`config.mk`:
```
export PLATFORM = sky130hd
export DESIGN_NAME = tlb_op_ctrl
export DESIGN_NICKNAME = d
export VERILOG_FILES = /design/src/rtl/tlb_op_ctrl.sv
export SDC_FILE = /design/constraint.sdc
export NUM_CORES = 1
export LEC_CHECK = 0
export BUFFER_PORTS_ARGS = -buffer_cell sky130_fd_sc_hd__buf_2
export CORE_MARGIN = 4
export CORE_UTILIZATION = 33
export CTS_BUF_LIST = sky130_fd_sc_hd__clkbuf_8
export DETAILED_ROUTE_END_ITERATION = 12
export HOLD_SLACK_MARGIN = 0.02
export SETUP_SLACK_MARGIN = 0.15
export SYNTH_ARGS = -nofsm -noshare
export SYNTH_HDL_FRONTEND = slang
export SYNTH_SLANG_ARGS = --single-unit
```
`constraint.sdc`:
```
create_clock -name clk -period 4.8 [get_ports clk]
set_clock_uncertainty 0.1 [all_clocks]
set_input_delay 0.96 -clock clk [delete_from_list [all_inputs] [get_ports clk]]
set_output_delay 0.96 -clock clk [all_outputs]
set_load 0.02 [all_outputs]
```
`src/rtl/tlb_op_ctrl.sv`:
```
// tlb_op_ctrl: sequencer for TLBP/TLBR/TLBWI/TLBWR.
// Each accepted op runs IDLE -> EXEC -> DONE. The TLB ports are driven in EXEC from operands latched at accept.
// A one-cycle done pulse then carries the result back to CP0. The block also owns the free-running Random register.
module tlb_op_ctrl #(
    parameter int unsigned TLBNUM = 16,
    parameter int unsigned IDXW   = $clog2(TLBNUM)
) (
    input  logic            clk,
    input  logic            reset,
    input  logic            op_valid,
    input  logic [1:0]      op_type,
    output logic            op_ready,
    input  logic [26:0]     cp0_hi,
    input  logic [25:0]     cp0_lo0,
    input  logic [25:0]     cp0_lo1,
    input  logic [IDXW-1:0] cp0_index,
    output logic [IDXW-1:0] random,
    output logic [18:0]     tlb_s_vpn2,
    output logic            tlb_s_odd,
    output logic [7:0]      tlb_s_asid,
    input  logic            tlb_s_found,
    input  logic [IDXW-1:0] tlb_s_index,
    output logic [IDXW-1:0] tlb_r_index,
    input  logic [26:0]     tlb_r_hi,
    input  logic            tlb_r_g,
    input  logic [24:0]     tlb_r_lo0,
    input  logic [24:0]     tlb_r_lo1,
    output logic            tlb_we,
    output logic [IDXW-1:0] tlb_w_index,
    output logic [26:0]     tlb_w_hi,
    output logic            tlb_w_g,
    output logic [24:0]     tlb_w_lo0,
    output logic [24:0]     tlb_w_lo1,
    output logic            done,
    output logic [1:0]      done_type,
    output logic            p_miss,
    output logic [IDXW-1:0] p_index,
    output logic [26:0]     rd_hi,
    output logic [25:0]     rd_lo0,
    output logic [25:0]     rd_lo1
);

    localparam int unsigned HI_W = 27;
    localparam int unsigned LO_W = 26;

    localparam logic [1:0] OP_TLBP  = 2'd0;
    localparam logic [1:0] OP_TLBR  = 2'd1;
    localparam logic [1:0] OP_TLBWI = 2'd2;
    localparam logic [1:0] OP_TLBWR = 2'd3;

    typedef enum logic [1:0] {
        S_IDLE = 2'd0,
        S_EXEC = 2'd1,
        S_DONE = 2'd2
    } state_e;

    state_e            state_q, state_d;
    logic [1:0]        op_q, op_d;
    logic [HI_W-1:0]   hi_q, hi_d;
    logic [LO_W-1:0]   lo0_q, lo0_d;
    logic [LO_W-1:0]   lo1_q, lo1_d;
    logic [IDXW-1:0]   idx_q, idx_d;
    logic [IDXW-1:0]   rnd_snap_q, rnd_snap_d;
    logic [IDXW-1:0]   random_q, random_d;
    logic              done_q, done_d;
    logic [1:0]        done_type_q, done_type_d;
    logic              p_miss_q, p_miss_d;
    logic [IDXW-1:0]   p_index_q, p_index_d;
    logic [HI_W-1:0]   rd_hi_q, rd_hi_d;
    logic [LO_W-1:0]   rd_lo0_q, rd_lo0_d;
    logic [LO_W-1:0]   rd_lo1_q, rd_lo1_d;

    logic in_exec;
    logic sel_p;
    logic sel_r;
    logic sel_w;

    // Next-state, operand latching, Random countdown and result capture
    always_comb begin
        state_d     = state_q;
        op_d        = op_q;
        hi_d        = hi_q;
        lo0_d       = lo0_q;
        lo1_d       = lo1_q;
        idx_d       = idx_q;
        rnd_snap_d  = rnd_snap_q;
        done_d      = 1'b0;
        done_type_d = 2'd0;
        p_miss_d    = p_miss_q;
        p_index_d   = p_index_q;
        rd_hi_d     = rd_hi_q;
        rd_lo0_d    = rd_lo0_q;
        rd_lo1_d    = rd_lo1_q;
        random_d    = (random_q == '0) ? IDXW'(TLBNUM - 1) : random_q - IDXW'(1);

        case (state_q)
            S_IDLE: begin
                if (op_valid) begin
                    state_d    = S_EXEC;
                    op_d       = op_type;
                    hi_d       = cp0_hi;
                    lo0_d      = cp0_lo0;
                    lo1_d      = cp0_lo1;
                    idx_d      = cp0_index;
                    rnd_snap_d = random_q;
                end
            end
            S_EXEC: begin
                state_d     = S_DONE;
                done_d      = 1'b1;
                done_type_d = op_q;
                if (op_q == OP_TLBP) begin
                    p_miss_d  = ~tlb_s_found;
                    p_index_d = tlb_s_found ? tlb_s_index : '0;
                end
                if (op_q == OP_TLBR) begin
                    rd_hi_d  = tlb_r_hi;
                    rd_lo0_d = {tlb_r_lo0, tlb_r_g};
                    rd_lo1_d = {tlb_r_lo1, tlb_r_g};
                end
            end
            S_DONE: begin
                state_d = S_IDLE;
            end
            default: begin
                state_d = S_IDLE;
            end
        endcase
    end

    // State and result registers with synchronous reset
    always_ff @(posedge clk) begin
        if (reset) begin
            state_q     <= S_IDLE;
            op_q        <= 2'd0;
            hi_q        <= '0;
            lo0_q       <= '0;
            lo1_q       <= '0;
            idx_q       <= '0;
            rnd_snap_q  <= '0;
            random_q    <= IDXW'(TLBNUM - 1);
            done_q      <= 1'b0;
            done_type_q <= 2'd0;
            p_miss_q    <= 1'b0;
            p_index_q   <= '0;
            rd_hi_q     <= '0;
            rd_lo0_q    <= '0;
            rd_lo1_q    <= '0;
        end else begin
            state_q     <= state_d;
            op_q        <= op_d;
            hi_q        <= hi_d;
            lo0_q       <= lo0_d;
            lo1_q       <= lo1_d;
            idx_q       <= idx_d;
            rnd_snap_q  <= rnd_snap_d;
            random_q    <= random_d;
            done_q      <= done_d;
            done_type_q <= done_type_d;
            p_miss_q    <= p_miss_d;
            p_index_q   <= p_index_d;
            rd_hi_q     <= rd_hi_d;
            rd_lo0_q    <= rd_lo0_d;
            rd_lo1_q    <= rd_lo1_d;
        end
    end

    // TLB port drive: decoded from state and latched operands, zero outside the matching EXEC
    always_comb begin
        in_exec = (state_q == S_EXEC);
        sel_p   = in_exec && (op_q == OP_TLBP);
        sel_r   = in_exec && (op_q == OP_TLBR);
        sel_w   = in_exec && ((op_q == OP_TLBWI) || (op_q == OP_TLBWR));

        tlb_s_vpn2  = sel_p ? hi_q[26:8] : 19'd0;
        tlb_s_asid  = sel_p ? hi_q[7:0]  : 8'd0;
        tlb_s_odd   = 1'b0;
        tlb_r_index = sel_r ? idx_q : '0;

        // A reset sampled at the end of EXEC must also suppress the write
        tlb_we      = sel_w && !reset;
        tlb_w_index = sel_w ? ((op_q == OP_TLBWR) ? rnd_snap_q : idx_q) : '0;
        tlb_w_hi    = sel_w ? hi_q : '0;
        tlb_w_lo0   = sel_w ? lo0_q[25:1] : 25'd0;
        tlb_w_lo1   = sel_w ? lo1_q[25:1] : 25'd0;
        tlb_w_g     = sel_w && lo0_q[0] && lo1_q[0];
    end

    assign op_ready  = (state_q == S_IDLE);
    assign random    = random_q;
    assign done      = done_q;
    assign done_type = done_type_q;
    assign p_miss    = p_miss_q;
    assign p_index   = p_index_q;
    assign rd_hi     = rd_hi_q;
    assign rd_lo0    = rd_lo0_q;
    assign rd_lo1    = rd_lo1_q;

endmodule
```
---- After elaboration in Yosys (flattened, before gate mapping) ----
Cells that the tools add are included.
W data, S select, Z words.
operators by class
  div/mod/pow operators ................... 0
  $add $sub $neg .......................... 1
  bitwise gates (word level) .............. 2
  $mul .................................... 0
  muxes and demuxes ....................... 12
  magnitude comparators ................... 0
  equal/unequal tests ..................... 5
  reductions and logical operators ........ 16
  shifts and indexed selects .............. 0
operators with widths
  kind                   number
  $mux W25               2
  $mux W27               1
  $mux W19               1
  $mux W4                4
  $mux W8                1
  $logic_and A1 B1 Y1    6
  $reduce_and A2 Y1      3
  $eq A2 B1 Y1 const B   2
  $eq A2 B2 Y1 const B   2
  $logic_not A2 Y1       2
  $logic_not A4 Y1       1
  $pmux W2 S2            1
  $reduce_or A2 Y1       2
  $sub A4 B1 Y4 const B  1
  $mux W2                1
  $ne A2 B2 Y1 const B   1
  $not A1 Y1             2
  $logic_not A1 Y1       1
  $logic_or A1 B1 Y1     1
  $mux W1                1
storage, ports and cells
  input bits .............................. 171
  ROM bits ................................ 0
  memory bits (writable) .................. 0
  latch bits .............................. 0
  logic and storage cells ................. 51
  memories kept ........................... 0
  output and inout bits ................... 207
  register bits ........................... 182

---- Depth between registers and ports, before layout ----
Gate-level depths: netlist of run 1.
  depth in word-level cells ............... 5
  depth in mapped cells ................... 7
  mapped depth without buffers ............ 4

---- Worst setup path before layout of run 1 ----
No wires, ideal clock.
  kind .................................... input port to output port
  start point ............................. input port reset
  end point ............................... output port tlb_we
  slack ................................... 2.133 ns
  data arrival time ....................... 1.607 ns
  buffers on the path ..................... 2
  required time ........................... 3.740 ns
  stages .................................. 3
  path through ............................ buf_2 -> clkbuf_1 -> nor2_1
on the way
  cells in the longest elaborated chain, start to end .. 2
RTL lines
  what                 RTL line  text
  start: declaration   9         input logic reset,
  $logic_not A1 Y1     181       tlb_we = sel_w && !reset;
  $logic_and A1 B1 Y1  181
  end: declaration     28        output logic tlb_we,
No other way between the ends.

---- Worst setup path in the final report of run 1 ----
  start point ............................. register state_q[0]
  end point ............................... output port tlb_w_lo1[7]
on the way
  cells in the longest elaborated chain, start to end .. 3
RTL lines
  what                      RTL line  text
  start: declaration        57        state_e state_q, state_d;
  start signal: assignment  150       state_q <= state_d;
  $eq A2 B1 Y1              170       in_exec = (state_q == S_EXEC);
  $logic_and A1 B1 Y1       173       sel_w = in_exec && ((op_q == OP_TLBWI) || (op_q == OP_TLBWR));
  $mux W25                  185       tlb_w_lo1 = sel_w ? lo1_q[25:1] : 25'd0;
  end: declaration          33        output logic [24:0] tlb_w_lo1,
No other way between the ends.

==> results.txt, run 1 <==
----------------------------------------------------
[Timing]
  Hold_ws ... around 0.35 ns
  Sum Neg Setup Slack ... 0 ns
  Max Slew Vio Count ... 0
  Final period util ... 0.738
  Number of failing setup endpoints in the final timing report ... 0
  Min cycle time layout ... between 3 and 4 ns
  Max frequency ... 282 MHz
  RSZ-0062 raised after global routing ... no
  Final-report hold violation count ... 0
  Relative slew slack ... 0.240
  Slew at the pin with the worst max-slew slack ... 1.14 ns

[Setup path]
  Arrival time reported for the critical path endpoint ... 2.48 ns
  Critical path required time ... 3.74 ns
  Startpoint types ... flop
  Nature of the critical path endpoint ... primary output
  Peak per-stage delay on the critical path ... 0.97 ns
  Cell-by-cell trace of the critical path ... and3b_2, and2_1, buf_2
  Startpoint-to-endpoint class of the critical path ... reg -> out
  Crit Path Max Fanout ... 78
  Critical path's slowest cell ... sky130_fd_sc_hd__and3b_2
  Critical path buffers and inverters ... 1
  Top delay family on crit path ... simple AND/OR/NAND/NOR gates
  Total number of cells along the worst setup path ... 3
  Number of cells traversed by the worst register-to-register path ... 4

[GRT]
  Vias in the first global route ... 6679
  Grt ovf ... 0
  Antenna violations before repair ... 1
  Overall routing resource usage ... 0.181
  Wire length of the first global-routing pass ... 35400 um
  Maximum number of pins on one net before global-route repair ... 99

[Logic synthesis]
  Compound-Gate Fraction of Synth Area ... 0.125
  Primary flip-flop cell chosen by synthesis mapping ... sky130_fd_sc_hd__dfxtp_1
  Largest family of logic cells by synthesized area ... simple AND/OR/NAND/NOR gates
  Netlist area before placement ... just over 7000 sq um
  Total of flip-flops plus latches after synthesis ... 181
  Net Count, Synth ... between 1k and 1.5k
  Synthesized-area fraction occupied by xor and xnor cells ... 0.00121
  Synthesized-area fraction occupied by adder cells ... 0.00173
  Gate count of the mapped netlist ... ~920
  Proportion of register bits with asynchronous set or reset after synthesis ... 0
  Post-synth cell types ... 32
  Post-synthesis share of cell area spent on and, or, nand and nor gates ... 0.298
  Mux cell area share after synthesis ... 0.00138
  Synth Area per Inst ... 7.87 sq um
  Seq/Total Area, Yosys ... 0.501
  Count of warnings emitted by yosys ... 0
  Post-synth EDFFs ... 0

[Finish]
  Multi-input gate area ... 3120 sq um
  Fin nets ... 1418
  Post-route core utilization ... 0.444
  Synth-to-Final Area Change ... 30.8%
  Filler Cell Count ... 2235
  Share of post-route cells with drive strength above 1 ... 0.334
  FF+latch area ... 3620 sq um

[Floorplanning]
  Chip Width ... about 160 um
  Number of primary I/O pins ... 378
  Initial core utilization ... 0.340
  Overall die height ... approximately 160 um
  Placement Rows ... between 50 and 60
  Die Footprint ... approximately 24000 sq um
  Core box area ... ~21000 sq um

[Clock network]
  Post CTS Setup Buffer Count ... 0
  Clock tree from TritonCTS ... yes
  TritonCTS buffer count ... 17
  Maximum count of clock buffers along a single path ... 2
  Clock Pin Slew Worst Setup and Hold Paths ... around 0.090 ns
  Count of H-tree levels built during CTS ... 4
  Total clock sinks ... 181
  Number of gates given a new drive strength after cts ... 0
  Clk root buf ... sky130_fd_sc_hd__clkbuf_8
  Post-CTS Hold Buffers ... 0
  Clock network latency to the later pin of the worst-skew pair ... between 0.4 and 0.5 ns

[Route]
  DRT Wirelength ... 23000 um
  Detail-routed net length per standard cell ... 15.0 um
  Drt drc ... 0
  Iteration-0 DRC Markers ... 285
  Via Count ... 6938
  Highest routed layer ... met4
  Count of antenna-violating nets left after detailed routing ... 0
  Routed met2 length ... approximately 11000 um
  Detailed-routed wire length on met3 ... 1950 um
  Initial DRT Pass Iterations ... 5
  Routed metal-1 wire length ... 9580 um
  Via density per instance ... 4.52

[Min path]
  HP Class ... reg -> reg
  Number of cells on the worst hold path ... 1

[Placement]
  HPWL reported at the end of detailed placement ... 16500 um
  Final weighted congestion of routability-driven global placement ... 0.816
  Number of port buffers ... 376

[Pwr]
  Power density over the cells ... roughly 310 nW/um^2
  IR drop worst, VDD ... 0.000157 V
  Standby leakage power ... 4.47 nW

[Run]
  Maxcap violations ... 0

[Outcome]
  Result of the run ... finished, final reports clean

----------------------------------------------------
==> kinds of logic after synthesis <==
group                      Yosys count
adders and majority gates            1
AOI/OAI and AO/OA                  178
DFF                                181
xor gates and xnor gates             1
muxes                                1
and+or+nand+nor                    478
other                                1
buffers and inverters               78
==> state kept, by name, indices dropped and copies added (netlist names) <==
signal      count
hi_q           27
rnd_snap_q      4
lo0_q          26
done_type       2
state_q         2
lo1_q          26
done            1
rd_lo0         26
p_miss          1
idx_q           4
random          4
rd_lo1         25
rd_hi          27
op_q            2
p_index         4
==> where the power goes <==
part | internal (mW) | total, mW | switching, mW
Sequential | 1.56 | 1.60 | 0.0407
Combinational | 0.115 | 0.285 | 0.170
Clock | 0.451 | 1.06 | 0.612
Total | 2.13 | 2.95 | 0.822
==> cell type report <==
type,instances,area share
sequential,181,0.383
multi-input combinational,660,0.330
timing repair buffer,383,0.205
tap,275,0.0364
clock buffer,18,0.0262
clock inverter,14,0.0172
inverter,3,0.00119
antenna,2,0.000529
==> worst paths after layout <==
path                                start                     to  slack [ns]
setup / recovery  state_q[0]$_SDFFE_PP0P_           tlb_w_lo1[7]        1.26
hold reg to reg      random[0]$_SDFF_PP1_   random[0]$_SDFF_PP1_        0.35
hold / removal       random[0]$_SDFF_PP1_   random[0]$_SDFF_PP1_        0.35
setup reg to reg     op_q[0]$_SDFFE_PP0P_  rd_hi[1]$_SDFFE_PP0P_        2.56
==> routing by layer <==
layer,up-vias,track usage
met5,-,0
met4,0,0.0525
met3,23,0.0546
met2,267,0.307
met1,3083,0.223
li1,3565,-
==> cells in the mapped netlist (all sizes together), types with 2 or more instances <==
| library cell | n | area, sq um |
|---|---|---|
| inv | 3 | 11.3 |
| o22ai | 2 | 12.5 |
| nand3 | 4 | 20.0 |
| nand2 | 341 | 1280 |
| nor3b | 3 | 27.5 |
| a21oi | 172 | 861 |
| dfxtp | 181 | 3620 |
| nand3b | 2 | 15.0 |
| and2 | 109 | 682 |
| clkbuf | 29 | 113 |
| nor2 | 11 | 41.3 |
| buf | 46 | 392 |
==> layout by cell type (no fill, tap or decap), types with 3 or more instances in the layout <==
cell type,synthesis,routed
sky130_fd_sc_hd__clkbuf_8,0,18
sky130_fd_sc_hd__nor2_1,11,11
sky130_fd_sc_hd__inv_8,0,3
sky130_fd_sc_hd__buf_2,16,375
sky130_fd_sc_hd__nand2_1,341,341
sky130_fd_sc_hd__dfxtp_1,181,181
sky130_fd_sc_hd__inv_1,3,3
sky130_fd_sc_hd__buf_4,7,7
sky130_fd_sc_hd__and2_1,109,109
sky130_fd_sc_hd__inv_6,0,3
sky130_fd_sc_hd__clkinv_4,0,4
sky130_fd_sc_hd__nand3_1,4,4
sky130_fd_sc_hd__a21oi_1,172,172
==> worst register-to-register path, stage by stage, from the launching register on <==
cell	delay (ns)
sky130_fd_sc_hd__dfxtp_1	0.66
sky130_fd_sc_hd__and4bb_4	0.46
sky130_fd_sc_hd__buf_4	0.60
sky130_fd_sc_hd__nand2_1	0.19
sky130_fd_sc_hd__a21oi_1	0.15
==> through the flow <==
step                      power (mW)  setup slack (ns)  area, sq um  std cells
after floorplan                 1.81              2.13         7230        919
after global placement          1.92              1.75         9040       1502
after detailed placement        1.93              1.67         9040       1502
after CTS                       3.00              1.15         9450       1534
after global routing            3.10             0.949         9450       1535
final                           2.95              1.26         9460       1536
Note: power is estimated with default switching activity, not from simulation.
==> run 2, diff against run 1 <==
==> constraint.sdc (replaced) <==
create_clock -name clk -period 3.45 [get_ports clk]
set_clock_uncertainty 0.1 [all_clocks]
set_input_delay 0.69 -clock clk [delete_from_list [all_inputs] [get_ports clk]]
set_output_delay 0.69 -clock clk [all_outputs]
set_load 0.02 [all_outputs]
==> run 2 against run 1 <==
Against the previous run: sequential share of layout area shrank 0.10 points; final area grew 0.26%; utilization grew 0.12 points; critical endpoint is now tlb_w_g; clock power grew 33%; clock-buffer cell count is the same; global-route usage shrank 0.069 points; register-to-register slack lost 1.6 ns; first-iteration DRC count grew 21%; die area is the same; power grew 37%; combinational power grew 42%; sequential power grew 39%.
==> results.txt, run 2 (synthesis results as in run 1) <==
----------------------------------------------------
[Clock network]
  Post-CTS Hold Buffers ... 0 (unchanged)
  TritonCTS buffer count ... 17 (unchanged)
  Clock tree from TritonCTS ... yes
  Clk root buf ... sky130_fd_sc_hd__clkbuf_8
  Post CTS Setup Buffer Count ... 0 (unchanged)
  Clock Pin Slew Worst Setup and Hold Paths ... 0.10 ns (about the same)
  Clock network latency to the later pin of the worst-skew pair ... 0.45 ns (about the same)
  Total clock sinks ... 181 (unchanged)
  Count of H-tree levels built during CTS ... 4 (unchanged)
  Maximum count of clock buffers along a single path ... 2 (unchanged)

[Floorplanning]
  Chip Width ... 156 um (unchanged)
  Initial core utilization ... 0.340 (unchanged)
  Core box area ... 21300 sq um (unchanged)
  Number of primary I/O pins ... 378 (unchanged)
  Die Footprint ... 24300 sq um (unchanged)
  Placement Rows ... 53 (unchanged)
  Overall die height ... 156 um (unchanged)

[Setup path]
  Nature of the critical path endpoint ... primary output
  Critical path required time ... 2.66 ns (-1.08 ns)
  Peak per-stage delay on the critical path ... 0.61 ns (-0.36 ns)
  Critical path's slowest cell ... sky130_fd_sc_hd__dfxtp_1
  Startpoint types ... flop
  Critical path buffers and inverters ... 2 (+1)
  Arrival time reported for the critical path endpoint ... 2.28 ns (-0.20 ns)
  Top delay family on crit path ... simple AND/OR/NAND/NOR gates
  Startpoint-to-endpoint class of the critical path ... reg -> out
  Crit Path Max Fanout ... 41 (-47%)
  Cell-by-cell trace of the critical path ... and3b_4, buf_4, and3_1, buf_2

[Finish]
  Multi-input gate area ... 3120 sq um (about the same)
  Commonest cells after routing, fill and taps aside ... sky130_fd_sc_hd__buf_2 (375), sky130_fd_sc_hd__nand2_1 (341), sky130_fd_sc_hd__dfxtp_1 (181)
  FF+latch area ... 3620 sq um (unchanged)
  Post-route core utilization ... 0.445 (+0.00118)
  Fin nets ... 1421 (+0.21%)
  Share of post-route cells with drive strength above 1 ... 0.335 (+0.000790)
  Filler Cell Count ... 2305 (+3.1%)
  Synth-to-Final Area Change ... 31.1%
  Most frequent standard cell in the layout excluding fill and tap cells ... sky130_fd_sc_hd__buf_2
  Cell area after layout ... 9480 sq um (+0.26%)

[Run]
  Maxcap violations ... 0 (unchanged)

[Timing]
  Max Slew Vio Count ... 0 (unchanged)
  Hold_ws ... 0.351 ns (+0.00545 ns)
  Sum Neg Setup Slack ... 0 ns (unchanged)
  RSZ-0062 raised after global routing ... no
  Number of failing setup endpoints in the final timing report ... 0 (unchanged)
  Final-report hold violation count ... 0 (unchanged)
  Slew at the pin with the worst max-slew slack ... 1.07 ns (-0.0751 ns)
  Min cycle time layout ... 3.07 ns
  Final period util ... 0.889
  Relative slew slack ... 0.288 (+0.0485)
  Max frequency ... 326 MHz

[Route]
  Detail-routed net length per standard cell ... 15.1 um (+1.1%)
  Initial DRT Pass Iterations ... 5 (unchanged)
  DRT Wirelength ... 23300 um (+1.3%)
  Via density per instance ... 4.58 (+1.4%)
  Via Count ... 7049 (+1.6%)
  Count of antenna-violating nets left after detailed routing ... 0 (unchanged)
  Iteration-0 DRC Markers ... 346 (+21%)
  Drt drc ... 0 (unchanged)

[Pwr]
  Power density over the cells ... 426 nW/um^2 (+37%)
  Switching share of total power ... 0.284 (+0.00551)
  Internal cell power ... 2.89 mW (+36%)
  Switching power of the nets ... 1.15 mW (+40%)
  Comb pwr share ... 0.100 (+0.003)
  IR drop worst, VDD ... 0.000184 V (+17%)
  Power Total ... 4.04 mW (+37%)
  Portion of total power attributed to the clock network ... 0.348 (-0.012)
  Sequential share of power ... 0.552 (+0.009)
  Standby leakage power ... 4.48 nW (+0.27%)

[Placement]
  Final weighted congestion of routability-driven global placement ... 0.807 (-1.2%)
  HPWL reported at the end of detailed placement ... 16700 um (+1.6%)
  Number of port buffers ... 376 (unchanged)
  Total cell area at the placement stage ... 9090 sq um (+0.53%)

[Min path]
  HP Class ... reg -> reg

[GRT]
  Antenna violations before repair ... 2 (+1)
  Grt ovf ... 0 (unchanged)
  Wire length of the first global-routing pass ... 35100 um (-0.70%)
  Maximum number of pins on one net before global-route repair ... 92 (-7.1%)
  Overall routing resource usage ... 0.181 (-0.000687)
  Vias in the first global route ... 6591 (-1.3%)

[Outcome]
  Result of the run ... finished, final reports clean

----------------------------------------------------
run 2: timing repair:
item | CTS | global route
setup endpoints to repair | 1 | 0
resized for setup | 1 | 0
endpoints found under the hold margin | 0 | 0
run 2: stage by stage:
stage	instances	worst slack, ns
final	1539	0.383
after global routing	1538	0.159
after floorplan	919	1.32
after detailed placement	1505	0.657
after global placement	1505	0.714
after CTS	1537	0.312
run 2: power groups by stage:
stage | logic (mW) | clock network (mW) | registers [mW]
floorplan | 0.244 | 0 | 2.27
global placement | 0.406 | 0 | 2.28
detailed placement | 0.411 | 0 | 2.28
CTS | 0.411 | 1.47 | 2.23
global route | 0.455 | 1.54 | 2.24
finish | 0.404 | 1.41 | 2.23
run 2: final cells by class:
cell class,instances,area share
multi-input combinational,660,0.329
antenna,2,0.000528
sequential,181,0.382
clock inverter,14,0.0145
tap,275,0.0363
timing repair buffer,386,0.210
clock buffer,18,0.0261
inverter,3,0.00119
run 2: worst paths after layout:
kind / depth (start not counted) / from / end / slack [ns]
setup / recovery: 4 / state_q[0]$_SDFFE_PP0P_ / tlb_w_g / 0.38
hold / removal: 1 / random[0]$_SDFF_PP1_ / random[0]$_SDFF_PP1_ / 0.35
setup reg to reg: 4 / op_q[0]$_SDFFE_PP0P_ / rd_lo1[16]$_SDFFE_PP0P_ / 0.99
hold reg to reg: 1 / random[0]$_SDFF_PP1_ / random[0]$_SDFF_PP1_ / 0.35
run 2: routing by layer:
layer  global-route usage  up-vias  share of wire
met1                0.222     3172           0.42
met5                    0        -        0.00056
met4               0.0642        2          0.019
met2                0.306      273           0.48
li1                     -     3573              -
met3               0.0472       29          0.079
==> run 3, diff against run 2 <==
--- a/config.mk
+++ b/config.mk
@@ -11,6 +11,7 @@
 export CTS_BUF_LIST = sky130_fd_sc_hd__clkbuf_8
 export DETAILED_ROUTE_END_ITERATION = 12
 export HOLD_SLACK_MARGIN = 0.02
+export REMOVE_ABC_BUFFERS = 1
 export SETUP_SLACK_MARGIN = 0.15
 export SYNTH_ARGS = -nofsm -noshare
 export SYNTH_HDL_FRONTEND = slang
==> run 3 against run 2 <==
Against the previous run: clock power is essentially flat; routed wire length shrank 1.6%; non-clock buffer count is the same; register-to-register slack gained 0.20 ns; die area is the same; sequential power is essentially flat; critical path type unchanged.
==> results.txt, run 3 (synthesis results as in run 1) <==
----------------------------------------------------
[Clock network]
  TritonCTS buffer count ... 17 (unchanged)
  Clock Pin Slew Worst Setup and Hold Paths ... 0.11 ns (about the same)
  Clock tree from TritonCTS ... yes
  Number of gates given a new drive strength after cts ... 0 (-1)
  Post-CTS Hold Buffers ... 0 (unchanged)
  Post CTS Setup Buffer Count ... 0 (unchanged)
  Total clock sinks ... 181 (unchanged)
  Count of H-tree levels built during CTS ... 4 (unchanged)
  Clk root buf ... sky130_fd_sc_hd__clkbuf_8
  Clock network latency to the later pin of the worst-skew pair ... 0.45 ns (about the same)
  Maximum count of clock buffers along a single path ... 2 (unchanged)

[GRT]
  Wire length of the first global-routing pass ... 35400 um (+0.82%)
  Antenna violations before repair ... 4 (+2)
  Vias in the first global route ... 6756 (+2.5%)
  Grt ovf ... 0 (unchanged)
  Overall routing resource usage ... 0.180 (-0.000227)
  Maximum number of pins on one net before global-route repair ... 96 (+4.3%)

[Setup path]
  Capture point of the worst reg-to-reg path ... rd_lo0[24]$_SDFFE_PP0P_
  Arrival time reported for the critical path endpoint ... 2.16 ns (-0.12 ns)
  Startpoint types ... flop
  Startpoint-to-endpoint class of the critical path ... reg -> out
  Slack of the worst reg-to-reg path ... 1.19 ns (+0.20 ns)
  Crit Path Max Fanout ... 78 (+90%)
  Nature of the critical path endpoint ... primary output
  Worst r2r src ... op_q[0]$_SDFFE_PP0P_
  Critical path required time ... 2.66 ns (about the same)
  Number of cells traversed by the worst register-to-register path ... 4 (unchanged)

[Floorplanning]
  Core box area ... 21300 sq um (unchanged)
  Chip Width ... 156 um (unchanged)
  Die Footprint ... 24300 sq um (unchanged)
  Initial core utilization ... 0.340 (unchanged)
  Placement Rows ... 53 (unchanged)
  Number of primary I/O pins ... 378 (unchanged)
  Overall die height ... 156 um (unchanged)

[Timing]
  Min cycle time layout ... 2.95 ns (-0.114 ns)
  Number of failing setup endpoints in the final timing report ... 0 (unchanged)
  Slew at the pin with the worst max-slew slack ... 0.764 ns (-0.301 ns)
  Final-report hold violation count ... 0 (unchanged)
  Hold_ws ... 0.354 ns (+0.00289 ns)
  Max Slew Vio Count ... 0 (unchanged)
  Final period util ... 0.856 (-0.0331)
  RSZ-0062 raised after global routing ... no
  Relative slew slack ... 0.491 (+0.202)
  Max frequency ... 339 MHz (+3.9%)

[Pwr]
  Power density over the cells ... 427 nW/um^2 (+0.17%)
  IR drop worst, VDD ... 0.000232 V (+26%)
  Standby leakage power ... 4.48 nW (-0.11%)

[Min path]
  Critical hold path startpoint ... tlb_r_lo0[0]
  HP Class ... in -> reg
  Number of cells on the worst hold path ... 3 (+2)
  End point of the most critical hold path ... rd_lo0[1]$_SDFFE_PP0P_

[Finish]
  Commonest cells after routing, fill and taps aside ... sky130_fd_sc_hd__buf_2 (375), sky130_fd_sc_hd__nand2_1 (341), sky130_fd_sc_hd__dfxtp_1 (181)
  Synth-to-Final Area Change ... 31.1% (about the same)
  Most frequent standard cell in the layout excluding fill and tap cells ... sky130_fd_sc_hd__buf_2
  Number of cells in the finished layout apart from fillers ... 1539 (unchanged)
  Filler Cell Count ... 2240 (-2.8%)
  Fin nets ... 1421 (unchanged)
  Share of post-route cells with drive strength above 1 ... 0.336 (+0.000792)

[Placement]
  HPWL reported at the end of detailed placement ... 16700 um (-0.49%)
  Placed Cells incl. Taps ... 1505 (unchanged)
  Final weighted congestion of routability-driven global placement ... 0.794 (-1.5%)
  Number of port buffers ... 376 (unchanged)

[Route]
  Drt drc ... 0 (unchanged)
  DRT Wirelength ... 22900 um (-1.6%)
  Via Count ... 7038 (-0.16%)
  Initial DRT Pass Iterations ... 4 (-1)
  Count of antenna-violating nets left after detailed routing ... 0 (unchanged)
  Iteration-0 DRC Markers ... 275 (-21%)
  Via density per instance ... 4.57 (-0.16%)
  Detail-routed net length per standard cell ... 14.9 um (-1.6%)

[Run]
  Maxcap violations ... 0 (unchanged)

[Outcome]
  Result of the run ... finished, final reports clean

----------------------------------------------------
==> run 3: critical path, cell delays in order, from the launching register on <==
cell	delay, ns
sky130_fd_sc_hd__dfxtp_1	0.59
sky130_fd_sc_hd__and3b_2	0.25
sky130_fd_sc_hd__buf_4	0.45
sky130_fd_sc_hd__and3_1	0.22
sky130_fd_sc_hd__buf_2	0.16
==> run 3: power breakdown <==
part	internal [mW]	switching, mW	leakage, nW
clock network	0.556	0.858	0.193
logic	0.166	0.239	2.81
registers	2.17	0.0558	1.47
==> run 3: metal layers <==
metal | up-vias | part of all wire | GRT usage
li1 | 3572 | - | -
met1 | 3166 | 0.39 | 0.207
met2 | 270 | 0.47 | 0.303
met3 | 28 | 0.12 | 0.0818
met4 | 2 | 0.017 | 0.0534
met5 | - | 0.00057 | 0
==> run 3: through the flow <==
step	TNS [ns]	utilization	instance area, sq um	total power [mW]	setup slack (ns)
6_report	0	0.445	9480	4.05	0.497
5_1_grt	0	0.445	9480	4.26	0.254
4_1_cts	0	0.445	9470	4.12	0.409
3_5_place_dp	0	0.427	9090	2.69	0.937
3_3_place_gp	0	0.427	9090	2.68	1.00
2_1_floorplan	-15.11	-	6730	2.45	-0.170
==> run 3: final cells by class <==
| class | instances | area [sq um] | share of cell area |
|---|---|---|---|
| inverters | 3 | 11.3 | 0.00119 |
| clock inverters | 14 | 136 | 0.0144 |
| well taps | 275 | 344 | 0.0363 |
| clock buffers | 18 | 248 | 0.0261 |
| flip-flops and latches | 181 | 3620 | 0.382 |
| repair buffers | 386 | 1990 | 0.210 |
| diodes | 2 | 5.00 | 0.000528 |
| multi-input cells | 660 | 3120 | 0.329 |
==> run 3: worst max-delay path by stage <==
stage	start	end	slack, ns	cells past startpoint
after floorplan	op_valid	hi_q[0]$_SDFFE_PP0P_	-0.17	3
after global placement	state_q[0]$_SDFFE_PP0P_	tlb_w_lo1[8]	1.00	4
after detailed placement	state_q[0]$_SDFFE_PP0P_	tlb_w_lo1[8]	0.94	4
after CTS	state_q[0]$_SDFFE_PP0P_	tlb_w_lo1[8]	0.41	4
after global routing	state_q[0]$_SDFFE_PP0P_	tlb_w_g	0.25	4
final	state_q[0]$_SDFFE_PP0P_	tlb_w_g	0.50	4
